--- src/rtl/ahb_arb_pkg.sv ---
// Shared constants and request record for the two-master AHB-lite memory arbiter.
package ahb_arb_pkg;

    localparam logic [1:0] HTRANS_IDLE   = 2'b00;
    localparam logic [1:0] HTRANS_NONSEQ = 2'b10;

    localparam int unsigned MST_W      = 1;
    localparam int unsigned REQ_ADDR_W = 32;

    typedef struct packed {
        logic [REQ_ADDR_W-1:0] addr;
        logic                  write;
        logic [2:0]            size;
        logic                  excl;
    } req_t;

endpackage

--- src/rtl/ahb_excl_monitor.sv ---
// Per-master LR/SC reservations; decides store-conditional success for the granted request.
module ahb_excl_monitor
    import ahb_arb_pkg::*;
#(
    parameter int unsigned W_ADDR   = 32,
    parameter int unsigned RESV_LSB = 2
) (
    input  logic              clk,
    input  logic              rst,
    input  logic              gnt_valid,
    input  logic [MST_W-1:0]  gnt_mst,
    input  logic [W_ADDR-1:0] gnt_addr,
    input  logic              gnt_write,
    input  logic              gnt_excl,
    output logic              excl_ok_c
);

    localparam int unsigned TAG_W = W_ADDR - RESV_LSB;

    logic [1:0]       resv_valid_q, resv_valid_d;
    logic [TAG_W-1:0] resv_tag_q [2];
    logic [TAG_W-1:0] resv_tag_d [2];
    logic [TAG_W-1:0] tag_c;
    logic [1:0]       match_c;
    logic             wr_issue_c;
    logic             own_c;
    logic             unused_c;

    assign unused_c = &{1'b0, gnt_addr[RESV_LSB-1:0]};

    always_comb begin
        tag_c = gnt_addr[W_ADDR-1:RESV_LSB];
        for (int i = 0; i < 2; i++) begin
            match_c[i] = resv_valid_q[i] & (resv_tag_q[i] == tag_c);
        end
        excl_ok_c  = match_c[gnt_mst];
        wr_issue_c = gnt_valid & gnt_write & (~gnt_excl | excl_ok_c);
    end

    // Clears are applied after the set so a clearing write always wins.
    always_comb begin
        resv_valid_d = resv_valid_q;
        resv_tag_d   = resv_tag_q;
        own_c        = 1'b0;
        for (int i = 0; i < 2; i++) begin
            own_c = (gnt_mst == MST_W'(i));
            if (gnt_valid && own_c && gnt_excl && !gnt_write) begin
                resv_valid_d[i] = 1'b1;
                resv_tag_d[i]   = tag_c;
            end
            if (gnt_valid && own_c && gnt_excl && gnt_write) begin
                resv_valid_d[i] = 1'b0;
            end
            if (wr_issue_c && !own_c && match_c[i]) begin
                resv_valid_d[i] = 1'b0;
            end
        end
    end

    always_ff @(posedge clk or posedge rst) begin
        if (rst) begin
            resv_valid_q  <= '0;
            resv_tag_q[0] <= '0;
            resv_tag_q[1] <= '0;
        end else begin
            resv_valid_q <= resv_valid_d;
            resv_tag_q   <= resv_tag_d;
        end
    end

endmodule

--- src/rtl/ahb_mem_arbiter.sv ---
// Round-robin two-master AHB-lite arbiter in front of a single memory slave, with LR/SC resolution.
module ahb_mem_arbiter
    import ahb_arb_pkg::*;
#(
    parameter int unsigned W_ADDR   = 32,
    parameter int unsigned W_DATA   = 32,
    parameter int unsigned RESV_LSB = 2
) (
    input  logic              clk,
    input  logic              rst,

    input  logic              s0_hready,
    output logic              s0_hready_resp,
    output logic              s0_hresp,
    input  logic [W_ADDR-1:0] s0_haddr,
    input  logic              s0_hwrite,
    input  logic [1:0]        s0_htrans,
    input  logic [2:0]        s0_hsize,
    input  logic [W_DATA-1:0] s0_hwdata,
    input  logic              s0_hexcl,
    output logic [W_DATA-1:0] s0_hrdata,
    output logic              s0_hexokay,

    input  logic              s1_hready,
    output logic              s1_hready_resp,
    output logic              s1_hresp,
    input  logic [W_ADDR-1:0] s1_haddr,
    input  logic              s1_hwrite,
    input  logic [1:0]        s1_htrans,
    input  logic [2:0]        s1_hsize,
    input  logic [W_DATA-1:0] s1_hwdata,
    input  logic              s1_hexcl,
    output logic [W_DATA-1:0] s1_hrdata,
    output logic              s1_hexokay,

    output logic              m_hready,
    input  logic              m_hready_resp,
    output logic [W_ADDR-1:0] m_haddr,
    output logic              m_hwrite,
    output logic [1:0]        m_htrans,
    output logic [2:0]        m_hsize,
    output logic              m_hexcl,
    output logic [7:0]        m_hmaster,
    output logic [W_DATA-1:0] m_hwdata,
    input  logic [W_DATA-1:0] m_hrdata
);

    logic [1:0]       pend_valid_q, pend_valid_d;
    req_t             pend_q [2];
    req_t             pend_d [2];
    logic [MST_W-1:0] last_q, last_d;
    logic             dph_valid_q, dph_valid_d;
    logic [MST_W-1:0] dph_owner_q, dph_owner_d;
    logic             dph_local_q, dph_local_d;
    logic             dph_excl_ok_q, dph_excl_ok_d;

    req_t             live_req_c [2];
    req_t             cur_c [2];
    logic [1:0]       live_c, req_c, rdy_c;
    logic [MST_W-1:0] win_c;
    req_t             gnt_req_c;
    logic             gnt_valid_c, excl_ok_c, excl_fail_c, issue_c;
    logic             m_hready_c;
    logic             unused_c;

    assign unused_c = &{1'b0, s0_htrans[0], s1_htrans[0]};

    assign m_hready_c = (dph_valid_q && !dph_local_q) ? m_hready_resp : 1'b1;

    // Request sources and round-robin winner selection.
    always_comb begin
        live_req_c[0].addr  = REQ_ADDR_W'(s0_haddr);
        live_req_c[0].write = s0_hwrite;
        live_req_c[0].size  = s0_hsize;
        live_req_c[0].excl  = s0_hexcl;
        live_req_c[1].addr  = REQ_ADDR_W'(s1_haddr);
        live_req_c[1].write = s1_hwrite;
        live_req_c[1].size  = s1_hsize;
        live_req_c[1].excl  = s1_hexcl;
        live_c[0] = s0_htrans[1] & s0_hready & ~pend_valid_q[0] & ~rst;
        live_c[1] = s1_htrans[1] & s1_hready & ~pend_valid_q[1] & ~rst;
        for (int i = 0; i < 2; i++) begin
            req_c[i] = live_c[i] | pend_valid_q[i];
            cur_c[i] = pend_valid_q[i] ? pend_q[i] : live_req_c[i];
        end
        win_c = '0;
        if (req_c[0] && req_c[1]) begin
            win_c = ~last_q;
        end else if (req_c[1]) begin
            win_c = MST_W'(1);
        end
        gnt_valid_c = m_hready_c & (|req_c);
        gnt_req_c   = cur_c[win_c];
    end

    ahb_excl_monitor #(
        .W_ADDR   (W_ADDR),
        .RESV_LSB (RESV_LSB)
    ) u_excl_monitor (
        .clk       (clk),
        .rst       (rst),
        .gnt_valid (gnt_valid_c),
        .gnt_mst   (win_c),
        .gnt_addr  (W_ADDR'(gnt_req_c.addr)),
        .gnt_write (gnt_req_c.write),
        .gnt_excl  (gnt_req_c.excl),
        .excl_ok_c (excl_ok_c)
    );

    // A failed store-conditional is granted but completes locally instead of going downstream.
    always_comb begin
        excl_fail_c   = gnt_req_c.excl & gnt_req_c.write & ~excl_ok_c;
        issue_c       = gnt_valid_c & ~excl_fail_c;
        pend_valid_d  = pend_valid_q;
        pend_d        = pend_q;
        last_d        = last_q;
        dph_valid_d   = dph_valid_q;
        dph_owner_d   = dph_owner_q;
        dph_local_d   = dph_local_q;
        dph_excl_ok_d = dph_excl_ok_q;
        for (int i = 0; i < 2; i++) begin
            if (gnt_valid_c && win_c == MST_W'(i)) begin
                pend_valid_d[i] = 1'b0;
            end else if (live_c[i]) begin
                pend_valid_d[i] = 1'b1;
                pend_d[i]       = live_req_c[i];
            end
        end
        if (gnt_valid_c) begin
            last_d = win_c;
        end
        if (m_hready_c) begin
            dph_valid_d   = gnt_valid_c;
            dph_owner_d   = win_c;
            dph_local_d   = gnt_valid_c & excl_fail_c;
            dph_excl_ok_d = gnt_valid_c & gnt_req_c.excl & (~gnt_req_c.write | excl_ok_c);
        end
    end

    always_ff @(posedge clk or posedge rst) begin
        if (rst) begin
            pend_valid_q  <= '0;
            pend_q[0]     <= '0;
            pend_q[1]     <= '0;
            last_q        <= MST_W'(1);
            dph_valid_q   <= 1'b0;
            dph_owner_q   <= '0;
            dph_local_q   <= 1'b0;
            dph_excl_ok_q <= 1'b0;
        end else begin
            pend_valid_q  <= pend_valid_d;
            pend_q        <= pend_d;
            last_q        <= last_d;
            dph_valid_q   <= dph_valid_d;
            dph_owner_q   <= dph_owner_d;
            dph_local_q   <= dph_local_d;
            dph_excl_ok_q <= dph_excl_ok_d;
        end
    end

    // Upstream ready: data-phase owner follows the slave, a buffered master waits.
    always_comb begin
        for (int i = 0; i < 2; i++) begin
            if (dph_valid_q && dph_owner_q == MST_W'(i)) begin
                rdy_c[i] = dph_local_q ? 1'b1 : m_hready_resp;
            end else if (pend_valid_q[i]) begin
                rdy_c[i] = 1'b0;
            end else begin
                rdy_c[i] = 1'b1;
            end
        end
    end

    assign s0_hready_resp = rdy_c[0];
    assign s1_hready_resp = rdy_c[1];
    assign s0_hresp       = 1'b0;
    assign s1_hresp       = 1'b0;
    assign s0_hexokay     = dph_valid_q & dph_excl_ok_q & (dph_owner_q == MST_W'(0));
    assign s1_hexokay     = dph_valid_q & dph_excl_ok_q & (dph_owner_q == MST_W'(1));
    assign s0_hrdata      = (dph_valid_q && dph_local_q && dph_owner_q == MST_W'(0)) ? '0 : m_hrdata;
    assign s1_hrdata      = (dph_valid_q && dph_local_q && dph_owner_q == MST_W'(1)) ? '0 : m_hrdata;

    assign m_hready  = m_hready_c;
    assign m_htrans  = issue_c ? HTRANS_NONSEQ : HTRANS_IDLE;
    assign m_haddr   = issue_c ? W_ADDR'(gnt_req_c.addr) : '0;
    assign m_hwrite  = issue_c & gnt_req_c.write;
    assign m_hsize   = issue_c ? gnt_req_c.size : 3'b000;
    assign m_hexcl   = issue_c & gnt_req_c.excl;
    assign m_hmaster = issue_c ? 8'(win_c) : 8'h00;
    assign m_hwdata  = (dph_owner_q == MST_W'(1)) ? s1_hwdata : s0_hwdata;

endmodule

--- config.mk ---
export PLATFORM = sky130hd
export DESIGN_NAME = ahb_mem_arbiter
export DESIGN_NICKNAME = d
export VERILOG_FILES = /design/src/rtl/ahb_arb_pkg.sv /design/src/rtl/ahb_excl_monitor.sv /design/src/rtl/ahb_mem_arbiter.sv
export SDC_FILE = /design/constraint.sdc
export NUM_CORES = 1
export LEC_CHECK = 0
export CORE_MARGIN = 2
export CORE_UTILIZATION = 33
export DETAILED_ROUTE_END_ITERATION = 10
export SYNTH_ARGS = -nofsm -noshare
export SYNTH_HDL_FRONTEND = slang
export SYNTH_SLANG_ARGS = --single-unit
--- constraint.sdc ---
create_clock -name clk -period 6.1 [get_ports clk]
set_clock_uncertainty 0.05 [all_clocks]
set_input_delay 1.525 -clock clk [delete_from_list [all_inputs] [get_ports clk]]
set_output_delay 1.525 -clock clk [all_outputs]
set_load 0.01 [all_outputs]
==> results.json, run 1 <==
{
  "synthesis.instances": 839,
  "syn_to_final_growth_pct": 59.32,
  "crit_arrival_ns": 4.49,
  "leakage_nw": 5.739,
  "vdd_drop_max_mv": 0.2919,
  "final_common_cell": "clkdlybuf4s50_1",
  "synthArstFlopShare_pct": 100.0,
  "multiInputGateArea_um2": 5101,
  "crit_path_start_kind": "primary input",
  "gr-total-overflow": 0,
  "yosys_most_used_dff": "dfrtp_1",
  "synth-seq-area-share_pct": 41.45,
  "gp_congestion": 0.8724,
  "die_area_um2": 27480,
  "grt_max_degree": 89,
  "yosys.area.top_type": "dfrtp_1",
  "route.vias.total": 7621,
  "place_inst": 1532,
  "die_h_um": 165.8,
  "end_kind": "primary output",
  "drt_iter0_markers": 333,
  "start_util_pct": 33.33,
  "grt_pass1_vias": 7681,
  "io_pins": 329,
  "drc": 0,
  "finish.net_count": 1411,
  "syn_area_um2": 8637,
  "critPathKind": "in2out",
  "port_buffers": 316,
  "layout-drive-gt1-share_pct": 31.16,
  "tightestPinTransition_ns": 1.054,
  "clkTransAtPathRegs_ns": 0.06,
  "setup_viol_count_final": 0,
  "root_buffer": "clkbuf_16",
  "period_minus_slack_ns": 6.064,
  "synth_edf_count": 0,
  "synth_area_leaders": "dfrtp_1, mux2_2, mux2i_1",
  "timing.fmax_ghz": 0.1649,
  "cts_inserted_buffers": 17,
  "track_usage_pct": 22.68,
  "yosys_register_bits": 143,
  "wl_per_cell_um": 19.97,
  "h-tree-depth": 4,
  "via_per_inst": 4.814,
  "clock_latency_ns": 0.43,
  "ctsLongestPathBuffers": 2,
  "yosysWarningCount": 0,
  "synth_top_area_share_pct": 41.14,
  "cts_tree": "done",
  "die_w_um": 165.8,
  "place_ws_ns": -1.169,
  "cts.sinks": 143,
  "antenna_found_initial": 3,
  "syn_avg_cell_area_um2": 10.29,
  "ant_nets": 0,
  "grt_pass1_wl_um": 47130,
  "hpwl_um": 24630,
  "wirelength_um": 31620,
  "mostFrequentLayoutCells": "clkdlybuf4s50_1, dfrtp_1, mux2_2, buf_4, nand2_1",
  "filler_cell_count": 2364,
  "maxSlewViolCount": 0,
  "power_density_nw_per_um2": 428.0,
  "fin_crit_sh_pct": 99.40,
  "worst_slack_ns": 0.03637,
  "power_mw": 5.889,
  "fin_cells": 1583,
  "num_rows": 59,
  "cp.required_ns": 4.53,
  "max_slew_margin_pct": 29.72,
  "hold_viol": 0,
  "status": "finished clean",
  "path_max_fanout": 8,
  "max_cap_violations": 0,
  "first_pass_iters": 4,
  "worst_hold_slack_ns": 0.4413,
  "fin_util_pct": 53.11,
  "rsz0062_at_grt": "true",
  "core_um2": 25910,
  "holdCritPathClass": "reg2reg",
  "seq_area_um2": 3582,
  "ys_types": 48,
  "cts_hold_buffers": 0
}
-- worst paths after layout --
kind	endpoint	depth (start not counted)	start	slack [ns]
worst max-delay path	m_hsize[2]	17	s0_htrans[1]	0.04
min in group asynchronous	pend_q[37]	2	rst	1.21
worst min-delay path	last_q	2	last_q	0.44
worst min register to register	last_q	2	last_q	0.44
max in group asynchronous	pend_q[10]	3	rst	3.88
worst max register to register	u_excl_monitor.resv_valid_q[1]	15	pend_valid_q[0]	2.47
-- cell families (layout without fill, tap and decap cells) --
| group | Yosys count | after routing | share of synthesized area (%) |
|---|---|---|---|
| mux | 202 | 202 | 25.42 |
| flops | 143 | 143 | 41.45 |
| compound gates | 101 | 101 | 6.939 |
| other cells | 1 | 13 | 0.04342 |
| xor+xnor | 68 | 68 | 6.896 |
| simple gates | 259 | 259 | 15.08 |
| buf+inv | 65 | 462 | 4.172 |
-- cell usage after synthesis (all sizes together) (4+ instances only) --
cell and n:
nor2 42, xnor2 46, o21ai 65, mux2 136, nand2 95, mux2i 66, xor2 22, nand3 11
nor3 4, dfrtp 142, o22ai 5, and2 66, nor2b 8, nand4 8, nor4 12, a211oi 11
a21oi 7, clkbuf 33, buf 29
-- stage by stage --
step / instance area, µm² / TNS, ns
detailed placement: 12700 / -42.45
finish: 13760 / 0
CTS: 13440 / 0
global route: 13760 / -2.542
floorplan: 8671 / 0
global placement: 12700 / -41.13
-- routing by layer --
metal  vias up  GRT usage (%)  part of all wire (%)
met5         -              0                     0
met4         0          6.541                   2.0
met3        28          4.504                   4.8
met2       232          40.75                    52
met1      3679          27.52                    42
li1       3682              -                     -
-- where the power goes --
part / switching, mW / internal [mW] / leakage (nW)
clock: 0.402 / 0.611 / 0.274
sequential: 0.358 / 1.41 / 1.76
combinational: 1.45 / 1.66 / 3.70
total: 2.21 / 3.68 / 5.74
-- layout make-up --
type,count,area share [%]
Antenna cell,3,0.05456
Clock buffer,22,3.301
Clock inverter,10,0.8183
Inverter,3,0.1364
Multi-Input combinational cell,640,37.07
Sequential cell,143,26.03
Tap cell,335,3.046
Timing Repair Buffer,427,29.54
-- timing repair --
action                     in CTS  in global routing
setup buffers                  12                  4
resized for setup             209                 83
gates cloned                    2                  0
setup endpoints to repair      39                 39
pin swaps                      16                 15
-- worst max-delay path, cell delays in order --
cell           delay [ns]
dlygate4sd2_1        0.25
nand4b_1             0.09
o211ai_1             0.09
buf_4                0.19
buf_12               0.15
buf_4                0.14
mux2_4               0.33
buf_4                0.17
xnor2_1              0.13
nor4_2               0.25
buf_4                0.16
nand4_1              0.18
o22ai_4              0.18
o21ai_4              0.11
buf_6                0.15
a211oi_2             0.22
buf_2                0.17
-- flip-flops by register name, summed over array words and instances (netlist names) --
signal and count:
u_excl_monitor.resv_valid_q 2, dph_owner_q 1, pend_q 74, dph_excl_ok_q 1, u_excl_monitor.resv_tag_q 60, dph_valid_q 1
last_q 1, dph_local_q 1, pend_valid_q 2
Power figures use the tool's default switching activity.
==> run 2, diff against run 1 <==
--- a/config.mk
+++ b/config.mk
@@ -5,6 +5,7 @@
 export SDC_FILE = /design/constraint.sdc
 export NUM_CORES = 1
 export LEC_CHECK = 0
+export CAP_MARGIN = 40
 export CORE_MARGIN = 2
 export CORE_UTILIZATION = 33
 export DETAILED_ROUTE_END_ITERATION = 10
==> results.json, run 2 (synthesis results as in run 1) <==
{
  "status": "complete, but fails checks",
  "failed_checks": "setup timing",
  "grt_max_degree": 66,
  "clkTransAtPathRegs_ns": 0.06,
  "drt_iter0_markers": 403,
  "cts_inserted_buffers": 17,
  "gp_congestion": 0.8724,
  "ctsLongestPathBuffers": 2,
  "grt_use_met3_pct": 4.719,
  "critPathKind": "in2out",
  "mostFrequentLayoutCells": "clkdlybuf4s50_1, dfrtp_1, mux2_2, buf_4, nand2_1",
  "cp_top_family": "buffers and inverters",
  "vdd_drop_max_mv": 0.2741,
  "largest_reg_flops": 74,
  "crit_arrival_ns": 4.53,
  "io_pins": 329,
  "period_minus_slack_ns": 6.102,
  "tightestPinTransition_ns": 0.8465,
  "top_regs": "pend_q (74), u_excl_monitor.resv_tag_q (60)",
  "gr-total-overflow": 0,
  "final_common_cell": "clkdlybuf4s50_1",
  "leakage_nw": 5.901,
  "holdCritPathClass": "reg2reg",
  "fin_crit_sh_pct": 100.0,
  "grtUsageMet1_pct": 27.41,
  "layout-drive-gt1-share_pct": 32.06,
  "cts.sinks": 143,
  "worst_hold_slack_ns": 0.4457,
  "route.vias.total": 7714,
  "top_usage_layer": "met2",
  "timing.fmax_ghz": 0.1639,
  "regMostFlops": "pend_q",
  "filler_cell_count": 2293,
  "core_um2": 25910,
  "end_kind": "primary output",
  "setup_viol_count_final": 2,
  "cp_slowest_cell": "or4_4",
  "num_rows": 59,
  "grt_pass1_vias": 7733,
  "start_util_pct": 33.33,
  "via_per_inst": 4.845,
  "hold_viol": 0,
  "first_pass_iters": 5,
  "worst_path_most_repeated_cell": "buf_12",
  "syn_to_final_growth_pct": 62.63,
  "port_buffers": 316,
  "antenna_found_initial": 5,
  "use_met2_pct": 41.33,
  "max_cap_violations": 0,
  "die_area_um2": 27480,
  "cp.required_ns": 4.53,
  "finish.net_count": 1420,
  "maxSlewViolCount": 0,
  "root_buffer": "clkbuf_16",
  "max_slew_margin_pct": 43.40,
  "crit_path_start_kind": "primary input",
  "cts_tree": "done",
  "hpwl_um": 24870,
  "path_cells": "buf_8 > and3b_1 > o211ai_1 > buf_4 > buf_12 > buf_12 > buf_4 > buf_8 > mux2_4 > xor2_1 > nand4_1 > or4_4 > o22ai_4 > o21ai_4 > buf_12 > buf_12 > nor2_4 > buf_6",
  "critPathMaxStageDelay_ns": 0.48,
  "grt_pass1_wl_um": 47520,
  "cts_hold_buffers": 0,
  "ant_nets": 0,
  "track_usage_pct": 22.85,
  "h-tree-depth": 4,
  "die_h_um": 165.8,
  "clock_latency_ns": 0.43,
  "power_density_nw_per_um2": 434.5,
  "wl_per_cell_um": 19.97,
  "worst-path-buf-inv": 9,
  "worst_slack_ns": -0.001892,
  "drc": 0,
  "wirelength_um": 31790,
  "rsz0062_at_grt": "true",
  "path_max_fanout": 8,
  "tns_ns": -0.003649,
  "die_w_um": 165.8
}
run 2: cell count changes in the layout (fill, tap and decap cells not counted), moves of 3 or more:
cell,before,now
mux2_4,11,15
mux2_2,125,121
clkbuf_1,4,0
xor2_2,2,7
xor2_1,20,15
clkdlybuf4s15_1,0,3
bufinv_16,2,5
buf_6,21,27
run 2: routing by layer:
metal	up-vias	share of wire, %
li1	3689	-
met1	3757	42
met2	234	52
met3	30	4.4
met4	4	1.7
met5	-	0.069
run 2: final timing paths:
check / to / cells after the start / start / slack (ns)
max: m_haddr[13] / 18 / rst / -0.002
max reg2reg: u_excl_monitor.resv_valid_q[1] / 15 / pend_valid_q[0] / 2.49
min in group asynchronous: pend_valid_q[1] / 3 / rst / 1.11
min reg2reg: dph_excl_ok_q / 1 / dph_excl_ok_q / 0.45
max in group asynchronous: pend_q[61] / 5 / rst / 3.85
min: dph_excl_ok_q / 1 / dph_excl_ok_q / 0.45
run 2: cell type report:
| class | count | area, µm² | share of cell area, % |
|---|---|---|---|
| repair buffers | 436 | 4224 | 30.07 |
| well taps | 335 | 419.2 | 2.984 |
| flip-flops and latches | 143 | 3582 | 25.50 |
| multi-input cells | 640 | 5136 | 36.57 |
| inverters | 3 | 16.27 | 0.1158 |
| clock inverters | 13 | 207.7 | 1.479 |
| diodes | 3 | 7.507 | 0.05345 |
| clock buffers | 19 | 452.9 | 3.225 |
run 2: power by group:
| part | internal, mW | switching [mW] | total (mW) |
|---|---|---|---|
| clock | 0.750 | 0.420 | 1.17 |
| combinational | 1.70 | 1.46 | 3.16 |
| sequential | 1.41 | 0.364 | 1.77 |
run 2: through the flow:
| stage | utilization [%] | area [µm²] | cells | total power [mW] | setup slack [ns] |
|---|---|---|---|---|---|
| after floorplan | - | 8671 | 848 | 3.318 | 0.6778 |
| after global placement | 49.02 | 12700 | 1532 | 4.566 | -1.138 |
| after detailed placement | 49.34 | 12780 | 1536 | 4.629 | -1.190 |
| after CTS | 52.49 | 13600 | 1581 | 5.906 | 0.006647 |
| after global routing | 54.21 | 14050 | 1592 | 6.455 | -0.1031 |
| final | 54.21 | 14050 | 1592 | 6.103 | -0.001892 |
run 2: timing repair:
action | 4_1_cts | 5_1_grt
pin swaps | 16 | 26
setup buffers | 12 | 9
resized for setup | 213 | 93
endpoints found under the setup margin | 39 | 39
gates cloned | 1 | 0
